### src/rtl/anti_theft_pkg.sv
// Shared anti-theft definitions: state encoding, default delays, timer width.
// The fuel pump logic and the timebase import the same package.
package anti_theft_pkg;

  localparam int TW = 4;

  localparam int DEF_T_ARM_DELAY       = 6;
  localparam int DEF_T_DRIVER_DELAY    = 8;
  localparam int DEF_T_PASSENGER_DELAY = 15;
  localparam int DEF_T_ALARM_ON        = 10;

  typedef enum logic [2:0] {
    ARMED      = 3'd0,
    TRIGGERED  = 3'd1,
    SOUND      = 3'd2,
    DISARMED   = 3'd3,
    WAIT_OPEN  = 3'd4,
    WAIT_CLOSE = 3'd5,
    ARM_DELAY  = 3'd6
  } state_t;

  // True for the states that keep the fuel pump locked out.
  function automatic logic is_guarding(input logic [2:0] s);
    return (s == ARMED) || (s == TRIGGERED) || (s == SOUND) || (s == 3'd7);
  endfunction

endpackage

### src/rtl/alarm_timer.sv
// Tick-driven countdown. Load has priority over a coincident tick, so the
// tick on the entry edge is never counted. Expiry is the tick seen at 1.
module alarm_timer
  import anti_theft_pkg::*;
(
  input  logic          clock,
  input  logic          reset,
  input  logic          tick,
  input  logic          load,
  input  logic [TW-1:0] load_val,
  output logic [TW-1:0] value,
  output logic          expired
);

  assign expired = tick && (value == TW'(1));

  // Load, else count down on each tick until reaching zero.
  always_ff @(posedge clock or posedge reset) begin
    if (reset)                     value <= '0;
    else if (load)                 value <= load_val;
    else if (tick && value != '0)  value <= value - TW'(1);
  end

endmodule

### src/rtl/anti_theft_alarm_fsm.sv
// Vehicle anti-theft FSM: arms after the driver leaves, triggers on door
// entry, sounds the siren if ignition stays off through the entry delay.
// Outputs are decoded from the registered state, one cycle behind it.
module anti_theft_alarm_fsm
  import anti_theft_pkg::*;
#(
  parameter int T_ARM_DELAY       = DEF_T_ARM_DELAY,
  parameter int T_DRIVER_DELAY    = DEF_T_DRIVER_DELAY,
  parameter int T_PASSENGER_DELAY = DEF_T_PASSENGER_DELAY,
  parameter int T_ALARM_ON        = DEF_T_ALARM_ON
) (
  input  logic       clock,
  input  logic       reset,
  input  logic       tick,
  input  logic       ignition,
  input  logic       driver_door,
  input  logic       passenger_door,
  output logic       siren,
  output logic       status_led,
  output logic       vehicle_armed,
  output logic [2:0] state_dbg
);

  state_t        state;
  logic          tmr_load;
  logic [TW-1:0] tmr_val;
  logic [TW-1:0] tmr_cnt;
  logic          tmr_exp;
  logic          door_open;

  assign door_open = driver_door | passenger_door;
  assign state_dbg = state;

  alarm_timer u_timer (
    .clock    (clock),
    .reset    (reset),
    .tick     (tick),
    .load     (tmr_load),
    .load_val (tmr_val),
    .value    (tmr_cnt),
    .expired  (tmr_exp)
  );

  // Timer loads on entry to a timed state; SOUND also holds it while a door is open.
  always_comb begin
    tmr_load = 1'b0;
    tmr_val  = '0;
    if (!ignition) begin
      case (state)
        ARMED: begin
          if (driver_door) begin
            tmr_load = 1'b1;
            tmr_val  = TW'(T_DRIVER_DELAY);
          end else if (passenger_door) begin
            tmr_load = 1'b1;
            tmr_val  = TW'(T_PASSENGER_DELAY);
          end
        end
        TRIGGERED: if (tmr_exp) begin
          tmr_load = 1'b1;
          tmr_val  = TW'(T_ALARM_ON);
        end
        SOUND: if (door_open) begin
          tmr_load = 1'b1;
          tmr_val  = TW'(T_ALARM_ON);
        end
        WAIT_CLOSE: if (!driver_door) begin
          tmr_load = 1'b1;
          tmr_val  = TW'(T_ARM_DELAY);
        end
        default: ;
      endcase
    end
  end

  // State register plus output decode of the current (pre-transition) state.
  always_ff @(posedge clock or posedge reset) begin
    if (reset) begin
      state         <= ARMED;
      siren         <= 1'b0;
      status_led    <= 1'b0;
      vehicle_armed <= 1'b1;
    end else begin
      siren         <= (state == SOUND);
      vehicle_armed <= is_guarding(state);
      case (state)
        ARMED:            if (tick) status_led <= ~status_led;
        TRIGGERED, SOUND: status_led <= 1'b1;
        default:          status_led <= 1'b0;
      endcase

      if (ignition) state <= DISARMED;
      else begin
        case (state)
          ARMED:      if (door_open) state <= TRIGGERED;
          TRIGGERED:  if (tmr_exp) state <= SOUND;
          SOUND:      if (!door_open && tmr_exp) state <= ARMED;
          DISARMED:   state <= WAIT_OPEN;
          WAIT_OPEN:  if (driver_door) state <= WAIT_CLOSE;
          WAIT_CLOSE: if (!driver_door) state <= ARM_DELAY;
          ARM_DELAY: begin
            if (door_open)    state <= WAIT_CLOSE;
            else if (tmr_exp) state <= ARMED;
          end
          default:    state <= ARMED;
        endcase
      end
    end
  end

endmodule

### config.mk
export PLATFORM = sky130hd
export DESIGN_NAME = anti_theft_alarm_fsm
export DESIGN_NICKNAME = d
export VERILOG_FILES = /design/src/rtl/anti_theft_pkg.sv /design/src/rtl/alarm_timer.sv /design/src/rtl/anti_theft_alarm_fsm.sv
export SDC_FILE = /design/constraint.sdc
export NUM_CORES = 1
export LEC_CHECK = 0
export ABC_AREA = 1
export BUFFER_PORTS_ARGS = -buffer_cell sky130_fd_sc_hd__buf_2
export CAP_MARGIN = 10
export CORE_MARGIN = 8
export CORE_UTILIZATION = 45
export CTS_BUF_LIST = sky130_fd_sc_hd__clkbuf_4 sky130_fd_sc_hd__clkbuf_8
export CTS_CLUSTER_SIZE = 25
export DETAILED_ROUTE_END_ITERATION = 8
export HOLD_SLACK_MARGIN = 0.1
export PLACE_DENSITY = 0.68
export SLEW_MARGIN = 30
export SYNTH_ARGS = -nofsm -noshare
export SYNTH_HDL_FRONTEND = slang
export SYNTH_HIERARCHICAL = 1
export SYNTH_SLANG_ARGS = --single-unit
export TNS_END_PERCENT = 50
### constraint.sdc
create_clock -name clock -period 2.2 [get_ports clock]
set_clock_uncertainty 0.05 [all_clocks]
set_input_delay 0.33 -clock clock [delete_from_list [all_inputs] [get_ports clock]]
set_output_delay 0.33 -clock clock [all_outputs]
set_load 0.01 [all_outputs]
==> flow_summary.yaml, run 1 <==
routing:
  drc: 0
  firstDrtPassIters: 4
  routed_via_density: 5.07
  via_count: 827
  postRouteAntennaNets: 0
  finalWirelength_um: 1980
  wl_per_cell_um: 12.1
  drt_iter0_drc: 27
floorplanning:
  die_h_um: 58.3
  row_count: 15
  dieWidth_um: 58.3
  core-area_um2: 1710
  io_pins: 12
  floorplan.initialDensity_pct: 47.1
  dieArea_um2: 3400
grt:
  grt_antenna_before_repair: 0
  grt_overflow_total: 0
  grt_pass1_vias: 784
  grt_first_pass_wirelength_um: 3380
  grt_max_degree: 11
  grt_usage_pct: 12.9
pwr:
  clkPwrFrac_pct: 13.7
  switching_share_pct: 48.0
  p_int_w: 0.000642
  p_leak_nw: 0.482
  p_sw_w: 0.000593
  cellPowerDensity_nw_per_um2: 1320
  seqPwrFrac_pct: 30.9
  ir_drop_mv: 0.744
  combPwrFrac_pct: 55.3
timing:
  max_freq_mhz: 540
  final_hold_viol_count: 0
  rsz0062_at_grt: "no"
  finalCriticalPeriod_ns: 1.85
  finalSetupTns_ns: 0
  final-max-slew-violation-count: 0
  fin_crit_sh_pct: 84.1
  setup_viol: 0
  max_slew_margin_pct: 75.0
  holdWs_ns: 0.321
  worst_pin_slew_ns: 0.375
synthesis:
  seq_area_frac_synth_pct: 31.3
  synth-main-ff-cell: "dfrtp_1"
  syn_nets: 130
  async_flop_share_pct: 100
  synthMuxAreaShare_pct: 1.24
  avgSynthCellArea_um2: 6.59
  syn-cell-area_um2: 805
  synth_top_family_by_area: "simple AND/OR/NAND/NOR gates"
  synth_compound_area_share_pct: 9.80
  synth_cell_types: 24
  synthAdderAreaFrac_pct: 3.11
  ys_warn_count: 6
  synth-seq-cells: 10
  synthXorXnorAreaFrac_pct: 1.09
  synthSimpleGateAreaFrac_pct: 43.7
  synth-edff-count: 0
  netlist_instances: 122
placement:
  gp_congestion: 0.842
  hpwl_um: 1530
  port_buffers: 11
clocking:
  cts_root_buffer: "clkbuf_4"
  cts_resized: 0
  cts_tree: "built"
  clock_latency_ns: 0.27
  path_clk_slew_ns: 0.07
  cts_buffer_depth: 2
  h-tree-depth: 1
  cts_buffers: 3
  cts.sinks: 10
finish:
  drive_above_1_share_pct: 25.4
  postLayoutCoreUtil_pct: 54.7
  mostFrequentLayoutCells: "nand2_1, nand3_1, nor2_1"
  final_common_cell: "nand2_1"
  antenna_cells: 0
  area_growth_pct: 16.0
  nNetsFinal: 147
worst_setup_path:
  crit_path_end_kind: "flop"
  cp_data_required_time_ns: 2.31
  rrSetupSlack_ns: 0.35
  arrival_ns: 1.96
  critPathKind: "reg2reg"
  cp-start-kind: "flop"
  critPathMaxFanout: 3
hold_path:
  hold_path_class: "in2reg"
run:
  drv_cap: 0
run_status:
  outcome: "finished clean"
## synth_stat cells (2+ instances only)
library cell,instances,area (um2)
nand2_1,32,120
nand3_1,13,65.1
nor2_1,12,45.0
inv_1,10,37.5
dfrtp_1,9,225
nor2_2,7,43.8
inv_2,6,22.5
o21ai_0,6,30.0
a21oi_1,5,25.0
nand4_1,5,31.3
ha_1,2,25.0
nand2_2,2,12.5
o21ai_1,2,10.0
## critical path: stages (launching register included)
cell	delay [ns]
dfrtp_1	0.38
inv_1	0.10
ha_1	0.14
and3_1	0.19
nand4_1	0.15
a31oi_1	0.29
inv_2	0.09
or2_0	0.20
nand3_1	0.08
nand2_1	0.07
## per-layer routing
metal | global-route usage (%) | vias to the layer above | wire (um)
li1 | - | 428 | -
met1 | 14.7 | 363 | 881
met2 | 19.8 | 30 | 908
met3 | 3.09 | 6 | 108
met4 | 10.8 | 0 | 77
met5 | 0 | - | 0
## kinds of logic (layout without fill, tap and decap cells)
family          count (synthesis)  count (layout)
buf+inv                        18              34
mux                             1               1
flops                          10              10
fa+ha+maj                       2               2
compound gates                 15              15
xor+xnor                        1               1
simple gates                   75              75
## sequential cells by signal, summed over array words and instances, names as in the netlist
signal and cells:
siren 1, u_timer/value 4, status_led 1, vehicle_armed 1, state_dbg 3
## power groups by stage
| stage | sequential, W | combinational, W | clock, W |
|---|---|---|---|
| after floorplan | 0.000370 | 0.000520 | 0 |
| after global placement | 0.000377 | 0.000669 | 0 |
| after detailed placement | 0.000383 | 0.000680 | 0 |
| after CTS | 0.000380 | 0.000684 | 0.000174 |
| after global routing | 0.000397 | 0.000793 | 0.000179 |
| final | 0.000382 | 0.000683 | 0.000170 |
## through the flow
stage / setup WS, ns / total power [W] / instance area (um2) / instances
3_5_place_dp: 0.358 / 0.00106 / 887 / 158
5_1_grt: 0.136 / 0.00137 / 933 / 163
6_report: 0.349 / 0.00123 / 933 / 163
3_3_place_gp: 0.446 / 0.00105 / 887 / 158
4_1_cts: 0.338 / 0.00124 / 933 / 163
2_1_floorplan: 0.324 / 0.000890 / 805 / 122
## cell type report
| type | count | area, um2 |
|---|---|---|
| clock buffer | 4 | 36.3 |
| timing repair buffer | 14 | 80.1 |
| inverter | 16 | 60.1 |
| tap | 25 | 31.3 |
| sequential | 10 | 251 |
| multi-input combinational | 94 | 474 |
| fill | 175 | 774 |
## what timing repair did
item / in CTS / in global routing
hold endpoints to repair: 9 / 0
buffers inserted: 0 / 0
hold buffers: 1 / 0
## final timing paths
kind	from	endpoint	cells past startpoint
max in group asynchronous	reset	vehicle_armed$_DFF_PP1_	3
worst min-delay path	tick	status_led$_DFFE_PP0P_	3
worst max-delay path	u_timer/value[1]$_DFFE_PP0P_	u_timer/value[3]$_DFFE_PP0P_	9
worst min register to register	status_led$_DFFE_PP0P_	status_led$_DFFE_PP0P_	2
min in group asynchronous	reset	u_timer/value[3]$_DFFE_PP0P_	3
worst max register to register	u_timer/value[1]$_DFFE_PP0P_	u_timer/value[3]$_DFFE_PP0P_	9
(Power assumes the default switching activity.)
==> run 2: changes to the inputs <==
PLACE_DENSITY = 0.71   (was 0.68)
clock period = 1.7 ns   (was 2.2 ns; I/O delays follow)
==> flow_summary.yaml, run 2 (same netlist as run 1, synthesis figures left out) <==
worst_setup_path:
  critPathKind: "reg2reg"
  cpMostUsedCell: "inv_2"
  cp_data_required_time_ns: 1.81
  r2r-end: "u_timer/value[3]$_DFFE_PP0P_"
  reg2reg_depth: 9
  cp-start-kind: "flop"
  path_buf_inv: 2
  r2r-start: "u_timer/value[1]$_DFFE_PP0P_"
  critPathMaxFanout: 3
  crit_family: "simple AND/OR/NAND/NOR gates"
  cp_slowest_cell: "dfrtp_1"
  arrival_ns: 1.84
  crit_cells: 9
  cpPeakStageDelay_ns: 0.38
  crit_path_end_kind: "flop"
  path_cells: "inv_2, ha_4, and3_4, nand4_1, a31oi_4, inv_2, or2_0, nand3_1, nand2_1"
  rrSetupSlack_ns: -0.03
run:
  drv_cap: 0
routing:
  drc: 0
  wl_per_cell_um: 12.2
  postRouteAntennaNets: 0
  drt_iter0_drc: 46
  via_count: 902
  finalWirelength_um: 2140
  routed_via_density: 5.15
  firstDrtPassIters: 4
timing:
  fin_crit_sh_pct: 102
  worst_pin_slew_ns: 0.399
  rsz0062_at_grt: "yes"
  max_freq_mhz: 578
  finalCriticalPeriod_ns: 1.73
  final-max-slew-violation-count: 0
  finalSetupTns_ns: -0.0541
  max_slew_margin_pct: 73.4
  finalWorstSetupSlack_ns: -0.0315
  setup_viol: 2
  final_hold_viol_count: 0
clocking:
  cts_buffers: 3
  clock_latency_ns: 0.26
  path_clk_slew_ns: 0.07
  h-tree-depth: 1
  cts_buffer_depth: 2
  cts_tree: "built"
  cts_root_buffer: "clkbuf_4"
  cts.sinks: 10
floorplanning:
  die_h_um: 58.3
  floorplan.initialDensity_pct: 47.1
  dieWidth_um: 58.3
  row_count: 15
  io_pins: 12
  core-area_um2: 1710
  dieArea_um2: 3400
finish:
  nFillCells: 144
  area_growth_pct: 35.3
  mostFrequentLayoutCells: "nand2_1, nand3_1, nor2_1, buf_4, buf_2"
  final_common_cell: "nand2_1"
  top_register: "u_timer/value"
  postLayoutCoreUtil_pct: 63.7
  largest_reg_flops: 4
  fin_cells: 175
  nNetsFinal: 159
  antenna_cells: 0
  drive_above_1_share_pct: 38.0
grt:
  grt_usage_pct: 13.7
  grt_first_pass_wirelength_um: 3660
  grt_antenna_before_repair: 0
  grt_pass1_vias: 835
  grt_overflow_total: 0
  grt_max_degree: 11
pwr:
  ir_drop_mv: 0.779
  cellPowerDensity_nw_per_um2: 1730
  p_leak_nw: 0.560
hold_path:
  whs_endpoint: "status_led$_DFFE_PP0P_"
  hold_path_depth: 3
  worstHoldStart: "tick"
  hold_path_class: "in2reg"
run_status:
  violations: "setup timing"
  outcome: "finished with violations"
placement:
  gp_congestion: 0.847
  dp_slack_ns: -0.00361
  port_buffers: 11
  hpwl_um: 1570
  dp.cells: 165
## run 2: tightest hold or removal path: stages
cell	delay [ns]
buf_2	0.11
nor2_1	0.06
mux2i_1	0.12
## run 2: area by class of cell
cell class | instances | area, um2 | share of cell area, %
clock buffer | 4 | 30.0 | 2.76
sequential | 10 | 251 | 23.1
inverter | 16 | 60.1 | 5.52
multi-input combinational | 94 | 529 | 48.6
tap | 25 | 31.3 | 2.87
timing repair buffer | 26 | 186 | 17.1
## run 2: layer usage
layer	track usage [%]	vias to the layer above	wire [um]
li1	-	449	-
met1	17.0	403	926
met2	20.8	42	973
met3	1.77	8	176
met4	10.5	0	59
met5	0	-	0
## run 2: timing repair
item,in CTS,in global routing
setup endpoints to repair,1,5
pin swaps,3,6
buffers inserted,4,1
hold buffers,1,0
gates resized for setup,2,11
hold endpoints to repair,10,0
## run 2: report_power, final
part | internal (W) | switching, W | total, W | leakage [nW]
registers | 0.000363 | 0.000111 | 0.000474 | 0.121
clock network | 0.000106 | 0.0000783 | 0.000185 | 0.0184
logic | 0.000540 | 0.000689 | 0.00123 | 0.420
total | 0.00101 | 0.000879 | 0.00189 | 0.560
## run 2: how the worst max path moves through the flow
| stage | to | startpoint | slack (ns) |
|---|---|---|---|
| detailed placement | u_timer/value[3]$_DFFE_PP0P_ | u_timer/value[1]$_DFFE_PP0P_ | -0.004 |
| global placement | u_timer/value[1]$_DFFE_PP0P_ | u_timer/value[0]$_DFFE_PP0P_ | 0.04 |
| CTS | u_timer/value[3]$_DFFE_PP0P_ | u_timer/value[1]$_DFFE_PP0P_ | 0.001 |
| floorplan | u_timer/value[3]$_DFFE_PP0P_ | u_timer/value[1]$_DFFE_PP0P_ | -0.03 |
| finish | u_timer/value[3]$_DFFE_PP0P_ | u_timer/value[1]$_DFFE_PP0P_ | -0.03 |
| global route | u_timer/value[2]$_DFFE_PP0P_ | u_timer/value[1]$_DFFE_PP0P_ | -0.11 |
## run 2: stage by stage
step,cell area [um2],total power (W),hold WS [ns]
finish,1090,0.00189,0.279
global route,1090,0.00206,0.312
CTS,1040,0.00176,0.273
detailed placement,960,0.00150,0.108
global placement,960,0.00147,0.105
floorplan,825,0.00118,-0.0289
==> run 3: changes to the inputs <==
BUFFER_PORTS_ARGS = -buffer_cell sky130_fd_sc_hd__clkbuf_2   (was -buffer_cell sky130_fd_sc_hd__buf_2)
CORE_MARGIN = unset   (was 8)
==> flow_summary.yaml, run 3 (same netlist as run 1, synthesis figures left out) <==
worst_setup_path:
  critPathMaxFanout: 3
  cp-start-kind: "flop"
  arrival_ns: 1.88
  path_buf_inv: 2
  reg2reg_depth: 9
  cp_data_required_time_ns: 1.81
  rrSetupSlack_ns: -0.07
  critPathKind: "reg2reg"
  crit_family: "simple AND/OR/NAND/NOR gates"
  cpMostUsedCell: "inv_2"
  r2r-end: "u_timer/value[3]$_DFFE_PP0P_"
  worstSetupEndpoint: "u_timer/value[3]$_DFFE_PP0P_"
  cp_slowest_cell: "dfrtp_1"
  crit_path_end_kind: "flop"
  critPathLaunch: "u_timer/value[1]$_DFFE_PP0P_"
  path_cells: "inv_2, ha_4, and3_4, nand4_1, a31oi_4, inv_2, or2_0, nand3_1, nand2_1"
  crit_cells: 9
  cpPeakStageDelay_ns: 0.39
  r2r-start: "u_timer/value[1]$_DFFE_PP0P_"
finish:
  nFillCells: 132
  top_register: "u_timer/value"
  postLayoutCoreUtil_pct: 67.6
  nNetsFinal: 160
  area_growth_pct: 33.9
  largest_reg_flops: 4
  final_common_cell: "nand2_1"
  mostFrequentLayoutCells: "nand2_1, buf_4, nand3_1"
  drive_above_1_share_pct: 37.1
  antenna_cells: 0
routing:
  drt_iter0_drc: 19
  postRouteAntennaNets: 0
  firstDrtPassIters: 7
  routed_via_density: 5.10
  via_count: 892
  wl_per_cell_um: 10.7
  drc: 0
  finalWirelength_um: 1880
floorplanning:
  dieWidth_um: 44.3
  io_pins: 12
  row_count: 14
  die_h_um: 44.3
  floorplan.initialDensity_pct: 50.5
  dieArea_um2: 1960
  core-area_um2: 1590
hold_path:
  hold_path_class: "in2reg"
clocking:
  cts_tree: "built"
  clock_latency_ns: 0.26
  cts.sinks: 10
  cts_root_buffer: "clkbuf_4"
  path_clk_slew_ns: 0.07
  h-tree-depth: 1
  cts_buffer_depth: 2
  cts_buffers: 3
placement:
  gp_congestion: 0.811
  hpwl_um: 1380
  port_buffers: 11
  dp_slack_ns: -0.00394
grt:
  grt_usage_pct: 19.9
  grt_max_degree: 11
  grt_first_pass_wirelength_um: 2900
  grt_overflow_total: 0
  grt_antenna_before_repair: 0
  grt_pass1_vias: 686
timing:
  fin_crit_sh_pct: 104
  holdWs_ns: 0.280
  max_freq_mhz: 563
  rsz0062_at_grt: "yes"
  final-max-slew-violation-count: 0
  finalCriticalPeriod_ns: 1.77
  max_slew_margin_pct: 74.6
  worst_pin_slew_ns: 0.380
  final_hold_viol_count: 0
  finalSetupTns_ns: -0.125
  finalWorstSetupSlack_ns: -0.0748
  setup_viol: 3
pwr:
  p_leak_nw: 0.550
  ir_drop_mv: 0.845
  total_power_w: 0.00183
  cellPowerDensity_nw_per_um2: 1700
run:
  drv_cap: 0
run_status:
  outcome: "finished with violations"
  violations: "setup timing"
==> run 3: cell count changes in the layout (fill, tap and decap cells not counted), sizes merged <==
cell / delta
clkbuf: +11
buf: -10
==> run 3: worst min-delay path, cell delays in order <==
cell	delay [ns]
clkbuf_2	0.12
nor2_1	0.07
mux2i_1	0.11
==> run 3: timing repair <==
action | CTS | global route
setup buffers | 3 | 3
endpoints found under the setup margin | 1 | 4
resized for setup | 0 | 9
pin swaps | 3 | 4
hold buffers | 1 | 0
endpoints found under the hold margin | 10 | 0
==> run 3: worst min path at each step <==
stage | from | endpoint | slack (ns) | cells after the start
floorplan | reset | u_timer/value[0]$_DFFE_PP0P_ | -0.03 | 1
global placement | reset | u_timer/value[3]$_DFFE_PP0P_ | 0.09 | 2
detailed placement | reset | u_timer/value[2]$_DFFE_PP0P_ | 0.09 | 2
CTS | tick | status_led$_DFFE_PP0P_ | 0.27 | 3
global route | tick | status_led$_DFFE_PP0P_ | 0.30 | 3
finish | tick | status_led$_DFFE_PP0P_ | 0.28 | 3
==> run 3: power breakdown <==
part | leakage (nW) | switching [W] | internal (W) | total [W]
clock | 0.0210 | 0.0000830 | 0.000130 | 0.000213
sequential | 0.121 | 0.000114 | 0.000363 | 0.000478
combinational | 0.408 | 0.000625 | 0.000512 | 0.00114
total | 0.550 | 0.000823 | 0.00101 | 0.00183
==> run 3: final cells by class <==
type / count / area [um2] / area share [%]
clock buffer: 4 / 36.3 / 3.37
sequential: 10 / 251 / 23.3
inverter: 16 / 60.1 / 5.57
timing repair buffer: 27 / 181 / 16.8
tap: 24 / 30.0 / 2.79
multi-input combinational: 94 / 518 / 48.1
==> run 3: per-stage QoR <==
stage	cell area, um2	std cells
floorplan	825	122
CTS	1030	172
global route	1080	175
finish	1080	175
detailed placement	958	164
global placement	958	164
==> run 3: per-layer routing <==
metal | wire (um) | track usage [%] | up-vias
met3 | 97 | 3.67 | 0
met4 | 0 | 5.45 | 0
met2 | 816 | 28.5 | 31
met1 | 964 | 30.5 | 406
met5 | 0 | 0 | -
li1 | - | - | 455
